==> config.mk <==
export PLATFORM = sky130hd
export DESIGN_NAME = block_ram_arbiter
export DESIGN_NICKNAME = d
export VERILOG_FILES = /design/src/rtl/block_ram_arbiter.sv
export SDC_FILE = /design/constraint.sdc
export NUM_CORES = 1
export LEC_CHECK = 0
export ABC_CLOCK_PERIOD_IN_PS = 1300
export CELL_PAD_IN_SITES_DETAIL_PLACEMENT = 1
export CELL_PAD_IN_SITES_GLOBAL_PLACEMENT = 1
export CORE_MARGIN = 4
export CORE_UTILIZATION = 27
export DETAILED_ROUTE_END_ITERATION = 8
export PLACE_DENSITY_LB_ADDON = 0.1
export SKIP_LAST_GASP = 1
export SLEW_MARGIN = 20
export SYNTH_ARGS = -nofsm -noshare
export SYNTH_HDL_FRONTEND = slang
export SYNTH_SLANG_ARGS = --single-unit
export TNS_END_PERCENT = 5
==> constraint.sdc <==
create_clock -name clk -period 1.3 [get_ports clk]
set_input_delay 0.39 -clock clk [delete_from_list [all_inputs] [get_ports clk]]
set_output_delay 0.39 -clock clk [all_outputs]
set_load 0.02 [all_outputs]
==> src/rtl/block_ram_arbiter.sv <==
// Round-robin arbiter sharing one single-port block RAM between NUM_REQ requesters,
// with optional bounded lock bursts and in-order read data return.
module block_ram_arbiter #(
  parameter int unsigned NUM_REQ    = 2,
  parameter int unsigned DATA_WIDTH = 16,
  parameter int unsigned ADDR_WIDTH = 8,
  parameter int unsigned RD_LATENCY = 1,
  parameter int unsigned MAX_BURST  = 4
) (
  input  logic                            clk,
  input  logic                            rst_n,
  input  logic [NUM_REQ-1:0]              req_valid,
  output logic [NUM_REQ-1:0]              req_ready,
  input  logic [NUM_REQ-1:0]              req_we,
  input  logic [NUM_REQ-1:0]              req_lock,
  input  logic [NUM_REQ*ADDR_WIDTH-1:0]   req_addr,
  input  logic [NUM_REQ*DATA_WIDTH-1:0]   req_wdata,
  output logic [NUM_REQ-1:0]              rsp_valid,
  output logic [DATA_WIDTH-1:0]           rsp_rdata,
  output logic                            ram_en,
  output logic                            ram_we,
  output logic [ADDR_WIDTH-1:0]           ram_addr,
  output logic [DATA_WIDTH-1:0]           ram_wdata,
  input  logic [DATA_WIDTH-1:0]           ram_rdata
);

  localparam int unsigned ID_W  = (NUM_REQ > 1) ? $clog2(NUM_REQ) : 1;
  localparam int unsigned CNT_W = $clog2(MAX_BURST + 1);
  localparam int unsigned TAG_D = RD_LATENCY + 1;

  typedef enum logic {S_IDLE, S_LOCKED} state_t;

  state_t            state, state_nxt;
  logic [ID_W-1:0]   rr_ptr, rr_ptr_nxt;
  logic [ID_W-1:0]   owner, owner_nxt;
  logic [CNT_W-1:0]  beat_cnt, beat_cnt_nxt;

  logic              pick_found;
  logic [ID_W-1:0]   pick_id;
  logic [ID_W-1:0]   cand;
  logic [NUM_REQ-1:0] grant;
  logic              accept;
  logic [ID_W-1:0]   sel_id;

  logic [ADDR_WIDTH-1:0] addr_arr  [NUM_REQ];
  logic [DATA_WIDTH-1:0] wdata_arr [NUM_REQ];

  logic [TAG_D-1:0]  tag_v;
  logic [ID_W-1:0]   tag_id [TAG_D];

  for (genvar i = 0; i < NUM_REQ; i++) begin : g_unpack
    assign addr_arr[i]  = req_addr[i*ADDR_WIDTH +: ADDR_WIDTH];
    assign wdata_arr[i] = req_wdata[i*DATA_WIDTH +: DATA_WIDTH];
  end

  function automatic logic [ID_W-1:0] ptr_inc(input logic [ID_W-1:0] id);
    return (id == ID_W'(NUM_REQ - 1)) ? '0 : id + ID_W'(1);
  endfunction

  // First valid requester at or after rr_ptr, wrapping modulo NUM_REQ
  always_comb begin
    pick_found = 1'b0;
    pick_id    = '0;
    cand       = '0;
    for (int unsigned k = 0; k < NUM_REQ; k++) begin
      cand = ID_W'((32'(rr_ptr) + k) % NUM_REQ);
      if (!pick_found && req_valid[cand]) begin
        pick_found = 1'b1;
        pick_id    = cand;
      end
    end
  end

  always_ff @(posedge clk or negedge rst_n) begin
    if (!rst_n) begin
      state    <= S_IDLE;
      rr_ptr   <= '0;
      owner    <= '0;
      beat_cnt <= '0;
    end else begin
      state    <= state_nxt;
      rr_ptr   <= rr_ptr_nxt;
      owner    <= owner_nxt;
      beat_cnt <= beat_cnt_nxt;
    end
  end

  always_comb begin
    state_nxt    = state;
    rr_ptr_nxt   = rr_ptr;
    owner_nxt    = owner;
    beat_cnt_nxt = beat_cnt;
    case (state)
      S_IDLE: begin
        if (pick_found) begin
          if (req_lock[pick_id] && (MAX_BURST > 1)) begin
            state_nxt    = S_LOCKED;
            owner_nxt    = pick_id;
            beat_cnt_nxt = CNT_W'(1);
          end else begin
            rr_ptr_nxt = ptr_inc(pick_id);
          end
        end
      end
      S_LOCKED: begin
        if (!req_valid[owner]) begin
          state_nxt    = S_IDLE;
          rr_ptr_nxt   = ptr_inc(owner);
          beat_cnt_nxt = '0;
        end else if (!req_lock[owner] || (beat_cnt + CNT_W'(1)) == CNT_W'(MAX_BURST)) begin
          state_nxt    = S_IDLE;
          rr_ptr_nxt   = ptr_inc(owner);
          beat_cnt_nxt = '0;
        end else begin
          beat_cnt_nxt = beat_cnt + CNT_W'(1);
        end
      end
      default: state_nxt = S_IDLE;
    endcase
  end

  // Grant: locked owner only, otherwise the round-robin pick
  always_comb begin
    grant = '0;
    if (state == S_LOCKED) grant[owner] = req_valid[owner];
    else if (pick_found)   grant[pick_id] = 1'b1;
  end

  assign req_ready = grant & {NUM_REQ{rst_n}};
  assign accept    = |grant;
  assign sel_id    = (state == S_LOCKED) ? owner : pick_id;

  always_ff @(posedge clk or negedge rst_n) begin
    if (!rst_n) begin
      ram_en    <= 1'b0;
      ram_we    <= 1'b0;
      ram_addr  <= '0;
      ram_wdata <= '0;
    end else begin
      ram_en <= accept;
      ram_we <= accept & req_we[sel_id];
      if (accept) begin
        ram_addr  <= addr_arr[sel_id];
        ram_wdata <= wdata_arr[sel_id];
      end
    end
  end

  // Read tags ride alongside the RAM latency so data returns to its issuer
  always_ff @(posedge clk or negedge rst_n) begin
    if (!rst_n) begin
      tag_v <= '0;
      for (int unsigned k = 0; k < TAG_D; k++) tag_id[k] <= '0;
    end else begin
      tag_v     <= {tag_v[TAG_D-2:0], accept & ~req_we[sel_id]};
      tag_id[0] <= sel_id;
      for (int unsigned k = 1; k < TAG_D; k++) tag_id[k] <= tag_id[k-1];
    end
  end

  always_ff @(posedge clk or negedge rst_n) begin
    if (!rst_n) begin
      rsp_valid <= '0;
      rsp_rdata <= '0;
    end else begin
      rsp_valid <= tag_v[RD_LATENCY] ? (NUM_REQ'(1) << tag_id[RD_LATENCY]) : '0;
      if (tag_v[RD_LATENCY]) rsp_rdata <= ram_rdata;
    end
  end

endmodule

After elaboration in Yosys (flattened, before gate mapping)
Index checks and enable logic that the tools add are counted.
W data, S select, Z words.
{ "word_totals": {"reg_bits": 54, "inputBits": 72, "out_inout_bits": 46} }
{ "op_classes": {"addsub": 4, "magnitude_cmp": 8, "eq_ne": 5, "n_shift": 1, "muxes": 47, "bitwise": 7, "reduce_logical": 10} }
{ "ops": {"columns": ["operator", "n"], "rows": [
  ["$mux W16", 3],
  ["$mux W1", 29],
  ["$mux W8", 3],
  ["$mux W3", 4],
  ["$lt A1 B2 Y1 const B", 5],
  ["$mux W2", 3],
  ["$ne A2 B2 Y1 const B", 3],
  ["$pmux W3 S2", 1],
  ["$reduce_and A3 Y1", 2],
  ["$and A2 B2 Y2", 2],
  ["$pmux W1 S2", 2],
  ["$add A1 B1 Y1 const B", 3],
  ["$add A3 B1 Y3 const B", 1],
  ["$eq A3 B3 Y1 const B", 1],
  ["$logic_and A1 B1 Y1", 3],
  ["$ne A3 B2 Y1 const B", 1],
  ["$and A1 B1 Y1", 2],
  ["$demux W1 S1", 2],
  ["$ge A1 B1 Y1 const B", 2],
  ["$ge A2 B2 Y1 const B", 1],
  ["$logic_not A1 Y1", 2],
  ["$not A1 Y1", 2],
  ["$not A1 Y2", 1],
  ["$reduce_and A2 Y1", 1],
  ["other kinds (3)", 3]
]} }

Longest topological paths before layout
{ "depth": {"word_depth": 14, "ltp_mapped": 7, "mapped_depth_nobuf": 5} }

Worst setup path after synthesis
OpenSTA, ideal clock, no wires.
{ "synth_path": {"path_type": "register to output", "from": "register state", "to": "output port req_ready[1]", "arrival_ns": 1.040, "required_ns": 0.910, "path_slack_ns": -0.130, "path_stages_with_launch": 5, "path_buffers": 0, "cell_sequence": "dfrtp_1 > nand2b_2 > nor2_1 > a31oi_1 > nor2b_1"} }
{ "synth_between": {"elab_chain_cells": 2} }
{ "synth_lines": {"columns": ["element", "line_no", "source"], "rows": [
  ["start: declaration", "33", "state_t state, state_nxt;"],
  ["start signal: assignment", "81", "state <= state_nxt;"],
  ["$mux W2", "125", "if (state == S_LOCKED) grant[owner] = req_valid[owner];"],
  ["$and A2 B2 Y2", "129", "assign req_ready = grant & {NUM_REQ{rst_n}};"],
  ["end: declaration", "13", "output logic [NUM_REQ-1:0] req_ready,"]
]} }
Every way passes these cells.

Worst setup path in the final report
{ "layout_path": {"from": "register ram_addr[5]", "to": "output port ram_addr[5]"} }
{ "layout_lines": {"columns": ["element", "line_no", "source"], "rows": [
  ["start: declaration", "22", "output logic [ADDR_WIDTH-1:0] ram_addr,"],
  ["start signal: assignment", "143", "ram_addr <= addr_arr[sel_id];"]
]} }
No word-level cell between the ends.

==> results summary <==
The flow ran to the end, but the final reports show violations. The final reports fail on negative setup slack. Prior to clock tree synthesis, the placed netlist has a worst setup slack of -1.05 ns. The total setup violations reported at the end of the flow is 77.

The overall fraction of global-route tracks in use is 0.128. At the worst endpoint, the arrival time is roughly 1.3 ns. The total leakage power came out at 1.77 nW. The number of nets in the finished design is slightly above 400. Counting I/O delays and the setup requirement, the final critical path takes ~1.7 ns.

TritonCTS built the clock tree. The synthesized netlist net count came out at 273. The DRC violation count after routing is 0. The register-to-register setup slack came out at -0.24 ns. After synthesis, the cell types taking the most area are dfrtp_1 (56%), mux2i_1 (11%), mux2_2 (7.5%), nand2_1 (4.4%), o21ai_2 (2.5%). The worst supply voltage drop on vdd came out at 631 uV. The class of the most critical hold timing path is in2async. The headroom to the max-slew limit came out at 0.572. The buffering stage count on the worst path with inverters included came out at 1. The overall power consumption came out at around 8 mW. The top-level port count is 118. The type of origin of the critical path is a flip-flop. The clock latency on the worst-skew pair is a little under 0.3 ns. Averaged over all synthesized cells, the footprint is approximately 12 um2.

The clock skew after layout is slightly below 0.007 ns. The number of hold violations in the final report came out at 0. The library cell contributing the largest single delay on the critical path is clkdlybuf4s50_1. Synthesis handed over a netlist of between 150 and 200 instances. The final wirelength came out at between 6000 and 7000 um. The share of the synthesized area in the top cell type came out at 0.561. The critical path goes through clkdlybuf4s50_1.

The detail-routed via count per cell came out at roughly 4.4. The number of antenna repair diodes came out at 0. Dividing total power by cell area gives a power density of between 1500 and 2000 nW/um2.

The overall via count from detail_route came out at around 2,000. CTS placed an instance of clkbuf_8 at the clock tree root. The met2 layer usage reported by global route is 0.229. In this design, the largest share of critical-path delay is due to buffers and inverters. In this design, the stage delay of the slowest critical-path cell is 0.62 ns. Yosys instantiated no cell more often than dfrtp_1.

Static timing analysis puts the maximum clock frequency at about 600 MHz. During synthesis, Yosys emitted a total of 0 warnings. Adding up every negative setup slack in the final design gives -18.62 ns. Setup repair after global routing could not meet its margin everywhere. The commonest cells after synthesis are dfrtp_1 (54), nand2_1 (28), mux2i_1 (26). Summing all placed instances gives a cell area of 3910 um2. The portion of the clock cycle consumed by the worst path in the final layout came out at 1.28. Clock-pin slew was measured on the worst setup and hold paths at about 0.10 ns.

The x dimension of the die came out at 102 um. The final-report max-slew violation count came out at 0. The total clock sinks came out at between 50 and 60. In the final routed layout, each cell accounts on average for 15.0 um. The worst setup path is of the reg2out kind.

For this run, the register share of the synthesized area comes to 0.561. The via count of the first global-routing pass is around 2,100. The final core area utilization came out at 0.463. The actual transition at the worst max-transition pin came out at around 0.64 ns. The total die area came out at 10,500 um2. STA classifies the critical path endpoint as an output port. The max-cap check violation count is 0. The depth of the worst register-to-register path is 6. The summed area of non-filler cells in the final layout is ~4000 um2.

The core area came out at roughly 8700 um2. The level count of the clock H-tree is 2. The initial detailed-routing violation count came out at 28. The post-DP HPWL came out at 5440 um. The count of buffers inserted at the top-level ports is 117. After global routing, the most crowded layer is met2. The post-layout worst setup margin is -0.369 ns. Of the cells placed in the final design, the portion with a size suffix greater than 1 is 0.216. The biggest area contributor in the post-synthesis netlist is dfrtp_1. The layout filler cell count came out at 957. The async set-or-reset flop fraction in the synthesized netlist is 1.00. The number of nets with antenna violations after routing is 0. The starting utilization of the core area came out at 0.276. The die boundary height came out at about 100 um. The congestion estimate from routability-driven global placement came to roughly 0.77.

The largest fanout on the critical path is 2. The post-synthesis instance area came out at ~2400 um2. The total overflow reported by the global router is 0.

The flop and latch count out of synthesis came out at 54. The TritonCTS buffer count came out at 5. The clock passes through at most 2 buffers. Entering global routing, the biggest net connects around 50 pins.

The first-pass GRT wire length came out at 10,600 um. The first detailed-routing pass took 4 iterations. The required time of the critical path is slightly above 0.9 ns.

The number of antenna violations at the first check in global routing came out at 0. The routing usage on met3 is 0.0375. The top flip-flop cell by instance count after synthesis is dfrtp_1. The number of cells on the critical path is 1.

The met1 capacity usage during global routing is 0.154. The number of different library cells used by synthesis comes to 34. The number of enable-type register cells in the synthesized netlist is 0. The floorplan row count is 34. The layout overhead on the synthesized area is 67.6%.
==> cell type report <==
| cell class | count | area (um2) | share of cell area |
|---|---|---|---|
| timing repair buffer | 146 | 1420 | 0.351 |
| sequential | 54 | 1350 | 0.335 |
| multi-input combinational | 131 | 1030 | 0.256 |
| tap | 108 | 135 | 0.0335 |
| clock buffer | 7 | 86.3 | 0.0214 |
| inverter | 3 | 11.3 | 0.00279 |
| clock inverter | 1 | 5.00 | 0.00124 |
==> routing by layer <==
metal / up-vias / share of wire
met5: - / 0
met4: 0 / 0.0035
met3: 2 / 0.078
met2: 78 / 0.50
met1: 930 / 0.42
li1: 969 / -
==> cells in the final DEF (no fill, tap or decap), drive strengths merged <==
| cell type | n |
|---|---|
| xor2 | 1 |
| a22o | 2 |
| buf | 32 |
| a21bo | 1 |
| nor2b | 6 |
| and2 | 2 |
| or2 | 1 |
| a32oi | 1 |
| nor2 | 2 |
| mux2 | 16 |
| dlygate4sd2 | 13 |
| a21boi | 2 |
| nand2 | 28 |
| dfrtp | 54 |
| nand2b | 3 |
| nand4 | 1 |
| ha | 2 |
| a31oi | 1 |
| clkdlybuf4s50 | 100 |
| inv | 3 |
| o211a | 1 |
| clkbuf | 8 |
| nand3b | 1 |
| mux2i | 26 |
| nand4b | 1 |
| clkinv | 1 |
| a22oi | 1 |
| o21bai | 1 |
| a21oi | 3 |
| o22ai | 1 |
| o21ai | 27 |
==> state kept, by name, summed over array words and instances (netlist names), 2 cells and up <==
signal and cells:
rsp_rdata 16, ram_wdata 16, beat_cnt 3, ram_addr 8, tag_id 2, rsp_valid 2
tag_v 2
==> repair_timing <==
| item | in CTS | in global routing |
|---|---|---|
| cloned | 0 | 0 |
| endpoints found under the setup margin | 80 | 78 |
| buffers inserted | 1 | 0 |
| hold endpoints to repair | 0 | 0 |
| resized for setup | 36 | 2 |
| hold buffers | 0 | 0 |
| pin swaps | 2 | 0 |
==> power breakdown <==
group,total [mW],leakage [nW],switching (mW),internal (mW)
clock network,0.945,0.0482,0.514,0.431
logic,4.32,1.07,2.09,2.23
registers,2.74,0.649,0.363,2.38
total,8.01,1.77,2.97,5.04
==> logic make-up (layout without fill, tap and decap cells) <==
logic type               count (synthesis)  in the layout  share of synthesized area
multiplexers                            42             42                      0.183
XOR/XNOR                                 1              1                    0.00364
buffers and inverters                   14            157                     0.0410
AO/OA/AOI/OAI                           41             41                      0.113
flip-flops                              54             54                      0.561
AND/OR/NAND/NOR                         45             45                     0.0883
adder cells (fa/ha/maj)                  2              2                     0.0104
==> path summary, 6_finish.rpt <==
path,to,startpoint
setup / recovery,ram_addr[5],ram_addr[5]$_DFFE_PN0P_
setup reg to reg,tag_v[0]$_DFF_PN0_,state$_DFF_PN0_
hold / removal,owner$_DFFE_PN0P_,rst_n
max in group asynchronous,rsp_rdata[6]$_DFFE_PN0P_,rst_n
hold reg to reg,tag_id[0]$_DFF_PN0_,tag_id[1]$_DFF_PN0_
min in group clk,tag_id[0]$_DFF_PN0_,tag_id[1]$_DFF_PN0_
==> stage by stage <==
step | hold slack, ns | cells
finish | 0.0514 | 450
global route | 0.0496 | 450
CTS | 0.0345 | 450
detailed placement | 0.336 | 441
global placement | 0.335 | 441
floorplan | 0.0944 | 199
Power figures use the tool's default switching activity.
==> patch 1, RTL diff (config.mk and constraints unchanged) <==
Change the parameter `NUM_REQ` from 2 to 4.
--- a/src/rtl/block_ram_arbiter.sv
+++ b/src/rtl/block_ram_arbiter.sv
@@ -1,7 +1,7 @@
 // Round-robin arbiter sharing one single-port block RAM between NUM_REQ requesters,
 // with optional bounded lock bursts and in-order read data return.
 module block_ram_arbiter #(
-  parameter int unsigned NUM_REQ    = 2,
+  parameter int unsigned NUM_REQ    = 4,
   parameter int unsigned DATA_WIDTH = 16,
   parameter int unsigned ADDR_WIDTH = 8,
   parameter int unsigned RD_LATENCY = 1,
Ports: changed (7 resized); port bits go from 118 to 176. No check against the original RTL was run, so the function may have changed too.
==> patch 1 against the original RTL <==
- maximum frequency shrank 36%
- critical endpoint is now ram_wdata[2]
- wire length grew 95%
- critical path depth grew 10
- synthesized area grew 44%
- the flow still finishes with violations (setup timing)
- via count grew 75%
- design area grew 60%
- first-iteration DRC count grew to 3.1 times the old value
- worst setup slack lost 950 ps
- total power grew 110%
- sequential cell count grew 6
==> patch 1: results (changes against the original RTL) <==
metric,value,unit,change
status,"finished, violations left",,
violations,setup timing,,
ff_latch_area,1504,um2,+11%
place_area,5923,um2,+52%
port_buffers,175,,+50%
multi_input_cells,233,,+78%
grt_pass1_vias,3845,,+80%
synth-seq-cells,60,,+11%
finalSetupViolations,87,,+13%
synth_nets,455,,+67%
htree_levels,3,,+1
path_max_fanout,7,,+5
synth_fa_ha_area_share,3.601,%,+2.6 points
place_inst,714,,+62%
setup_slack,-1322,ps,-953.8 ps
met2_usage,30.33,%,+7.4 points
nNetsFinal,698,,+68%
clkTransAtPathRegs,60,ps,-40 ps
fin_area,6464,um2,+60%
routedWlPerCell,17.88,um,+19%
postSynthAreaPerCell,10.89,um2,-10%
ys_seq_area_share,43.21,%,-13 points
wirelength,13220,um,+95%
gp_congestion,0.7926,,+2.3%
power_density,2653,nW/um2,+34%
clkCellAreaFrac,5.052,%,+2.8 points
startpoint,rr_ptr[1],,
synth_compound_area_share,19.91,%,+8.6 points
pwr-share-clk,15.1,%,+3.3 points
slowest_stage,or4_4,,
multi_input_area,2012,um2,+95%
path_delay_family,simple AND/OR/NAND/NOR gates,,
cts_resized,44,,+22%
yosys.area_share.xor_xnor,0,%,-0.36 points
fillers,1377,,+44%
post-place-ws,-2160,ps,-1112 ps
n_all_buffers,249,,+71%
r2r-end,ram_wdata[2],,
tns,-63250,ps,-44630 ps
nonClockInverterCount,9,,+6
layout-drive-gt1-share,31.57,%,+9.9 points
grt_first_pass_wirelength,20780,um,+97%
numCtsBuffers,9,,+4
grt_max_degree,46,,-9.8%
cpPeakStageDelay,520,ps,-100 ps
clkLatencyLatePin,330,ps,+40 ps
synth_area_leaders,"dfrtp_1 (43%), a221oi_2 (9.1%), mux2i_1 (8.6%)",,
ir_drop,1188,uV,+88%
cellLeakagePower,0.002783,uW,+57%
## patch 1: cell types whose count changed in the layout (fill, tap and decap cells not counted), moves of 6 or more
cell             before  now
buf_4                25   67
clkbuf_8              6    0
dlygate4sd2_1        13    6
nand3_1               0   12
a21oi_2               0   14
a221oi_2              0   23
clkdlybuf4s50_1     100  166
clkbuf_16             0    9
o21ai_2               6    0
o21ai_1              12    0
a21oi_1               3   12
nor2_1                1   29
o21ai_0               8    2
## patch 1: worst min path at each step
stage / startpoint / endpoint / slack (ps) / cells past startpoint
4_1_cts: rst_n / rr_ptr[1] / 120 / 2
5_1_grt: rst_n / rr_ptr[0] / 130 / 2
2_1_floorplan: rst_n / beat_cnt[0] / 90 / 0
3_5_place_dp: tag_id[3] / tag_id[1] / 340 / 0
6_report: rst_n / rr_ptr[1] / 120 / 2
3_3_place_gp: tag_v[0] / tag_v[1] / 340 / 0
==> patch 2, RTL diff (config.mk and constraints unchanged) <==
Made on the original files. Make the reset (`rst_n`) synchronous in 4 clocked blocks.
--- a/src/rtl/block_ram_arbiter.sv
+++ b/src/rtl/block_ram_arbiter.sv
@@ -71,7 +71,7 @@
     end
   end
 
-  always_ff @(posedge clk or negedge rst_n) begin
+  always_ff @(posedge clk) begin
     if (!rst_n) begin
       state    <= S_IDLE;
       rr_ptr   <= '0;
@@ -130,7 +130,7 @@
   assign accept    = |grant;
   assign sel_id    = (state == S_LOCKED) ? owner : pick_id;
 
-  always_ff @(posedge clk or negedge rst_n) begin
+  always_ff @(posedge clk) begin
     if (!rst_n) begin
       ram_en    <= 1'b0;
       ram_we    <= 1'b0;
@@ -147,7 +147,7 @@
   end
 
   // Read tags ride alongside the RAM latency so data returns to its issuer
-  always_ff @(posedge clk or negedge rst_n) begin
+  always_ff @(posedge clk) begin
     if (!rst_n) begin
       tag_v <= '0;
       for (int unsigned k = 0; k < TAG_D; k++) tag_id[k] <= '0;
@@ -158,7 +158,7 @@
     end
   end
 
-  always_ff @(posedge clk or negedge rst_n) begin
+  always_ff @(posedge clk) begin
     if (!rst_n) begin
       rsp_valid <= '0;
       rsp_rdata <= '0;
Formal check against the unedited RTL: differs if rst_n is asserted again (counterexample within 4 cycles, from zero or initial values and one cycle with rst_n low); with rst_n held inactive, the same outputs for 10 cycles.
==> patch 2 against the original RTL <==
- the run still ends with setup timing left
- wire length increased by 20%
- final cell count up 12%
- sequential cell count unchanged
- maximum frequency rose by 7.7%
- design area grew 2.5%
- worst setup slack improved by 120 ps
- synthesized area grew 1.1%
Power is not compared: it rests on default switching activity, and its combinational part moved more than twofold at a synthesized area within 25%.
==> patch 2: results (changes against the original RTL) <==
metric,value,unit,change
hpwl,5700,um,+4.8%
synth_commonest_cells,"dfxtp_1 (54), nand2_1 (54), a21oi_1 (25)",,
clkCellAreaFrac,2.631,%,+0.37 points
multi_input_cells,180,,+37%
path_delay_family,flip-flops,,
drt_iter0_drc,32,,+14%
worst_slew_pin_slew,394.2,ps,-248.3 ps
setup_slack,-249.2,ps,+119.5 ps
drv_slew,0,,unchanged
first_pass_iters,4,,unchanged
path_max_fanout,3,,+1
grt.met3_usage,3.451,%,-0.30 points
gp_congestion,0.7468,,-3.6%
skew,14.12,ps,+7.231 ps
cpPeakStageDelay,340,ps,-280 ps
grt_first_pass_wirelength,12720,um,+21%
ys_types,37,,+8.8%
arrival,1160,ps,-120 ps
n_all_buffers,149,,+2.1%
ff_latch_area,1089,um2,-19%
ys_seq_area_share,44.40,%,-12 points
layout-drive-gt1-share,21.32,%,-0.32 points
status,"finished, violations left",,
buf_share,35.98,%,+0.93 points
async_flop_share,0,%,-100 points
hp-class,flip-flop to flip-flop,,
met3_length,569,um,+8.2%
clock_buffers,5,,-2
cts.repair_timing.setup_buffer_count,3,,+2
nonClockInverterCount,3,,unchanged
wl_met1,3502,um,+24%
grt_max_degree,42,,-18%
viasPerCell,4.755,,+8.1%
post-place-ws,-916.8,ps,+130.5 ps
use_met1,18.37,%,+2.9 points
grt_pass1_vias,2559,,+20%
clkLatencyLatePin,310,ps,+20 ps
slowest_stage,dfxtp_2,,
synth_nets,332,,+22%
synth_area_leaders,"dfxtp_1 (44%), a311oi_2 (12%), nand2_1 (8.3%)",,
wl_met2,3909,um,+15%
cts_resized,75,,+110%
met2_usage,27.13,%,+4.2 points
grt_use_total,15.29,%,+2.5 points
multi_input_area_share,31.54,%,+6.0 points
finalSetupViolations,79,,+2.6%
wirelength,8095,um,+20%
nNetsFinal,467,,+13%
fillers,1012,,+5.7%
violations,setup timing,,
-- patch 2: where the power goes --
group / internal (uW) / switching (uW)
Sequential: 1780 / 67.2
Clock: 568 / 571
Combinational: 661 / 594
-- patch 2: cell families after synthesis --
group,synth area share [%]
AND/OR/NAND/NOR,16.50
AO/OA/AOI/OAI,25.28
flip-flops,44.40
buffers and inverters,5.395
multiplexers,7.400
adder cells (fa/ha/maj),1.028
-- patch 2: final timing paths --
check        depth (start not counted)          from  slack [ps]            to
min                                  1  tag_id[0][1]         410  rsp_valid[0]
min reg2reg                          1  tag_id[0][1]         410  rsp_valid[0]
max reg2reg                          6         state        -190   ram_addr[6]
max                                  3        rr_ptr        -250  req_ready[1]
-- patch 2: metrics by stage --
step / setup TNS [ps] / cell area (um2) / instances
2_1_floorplan: -3920 / 2457 / 258
6_report: -8431 / 4138 / 502
5_1_grt: -13030 / 4138 / 502
3_5_place_dp: -34360 / 3874 / 488
4_1_cts: -10880 / 4073 / 502
3_3_place_gp: -33160 / 3874 / 488
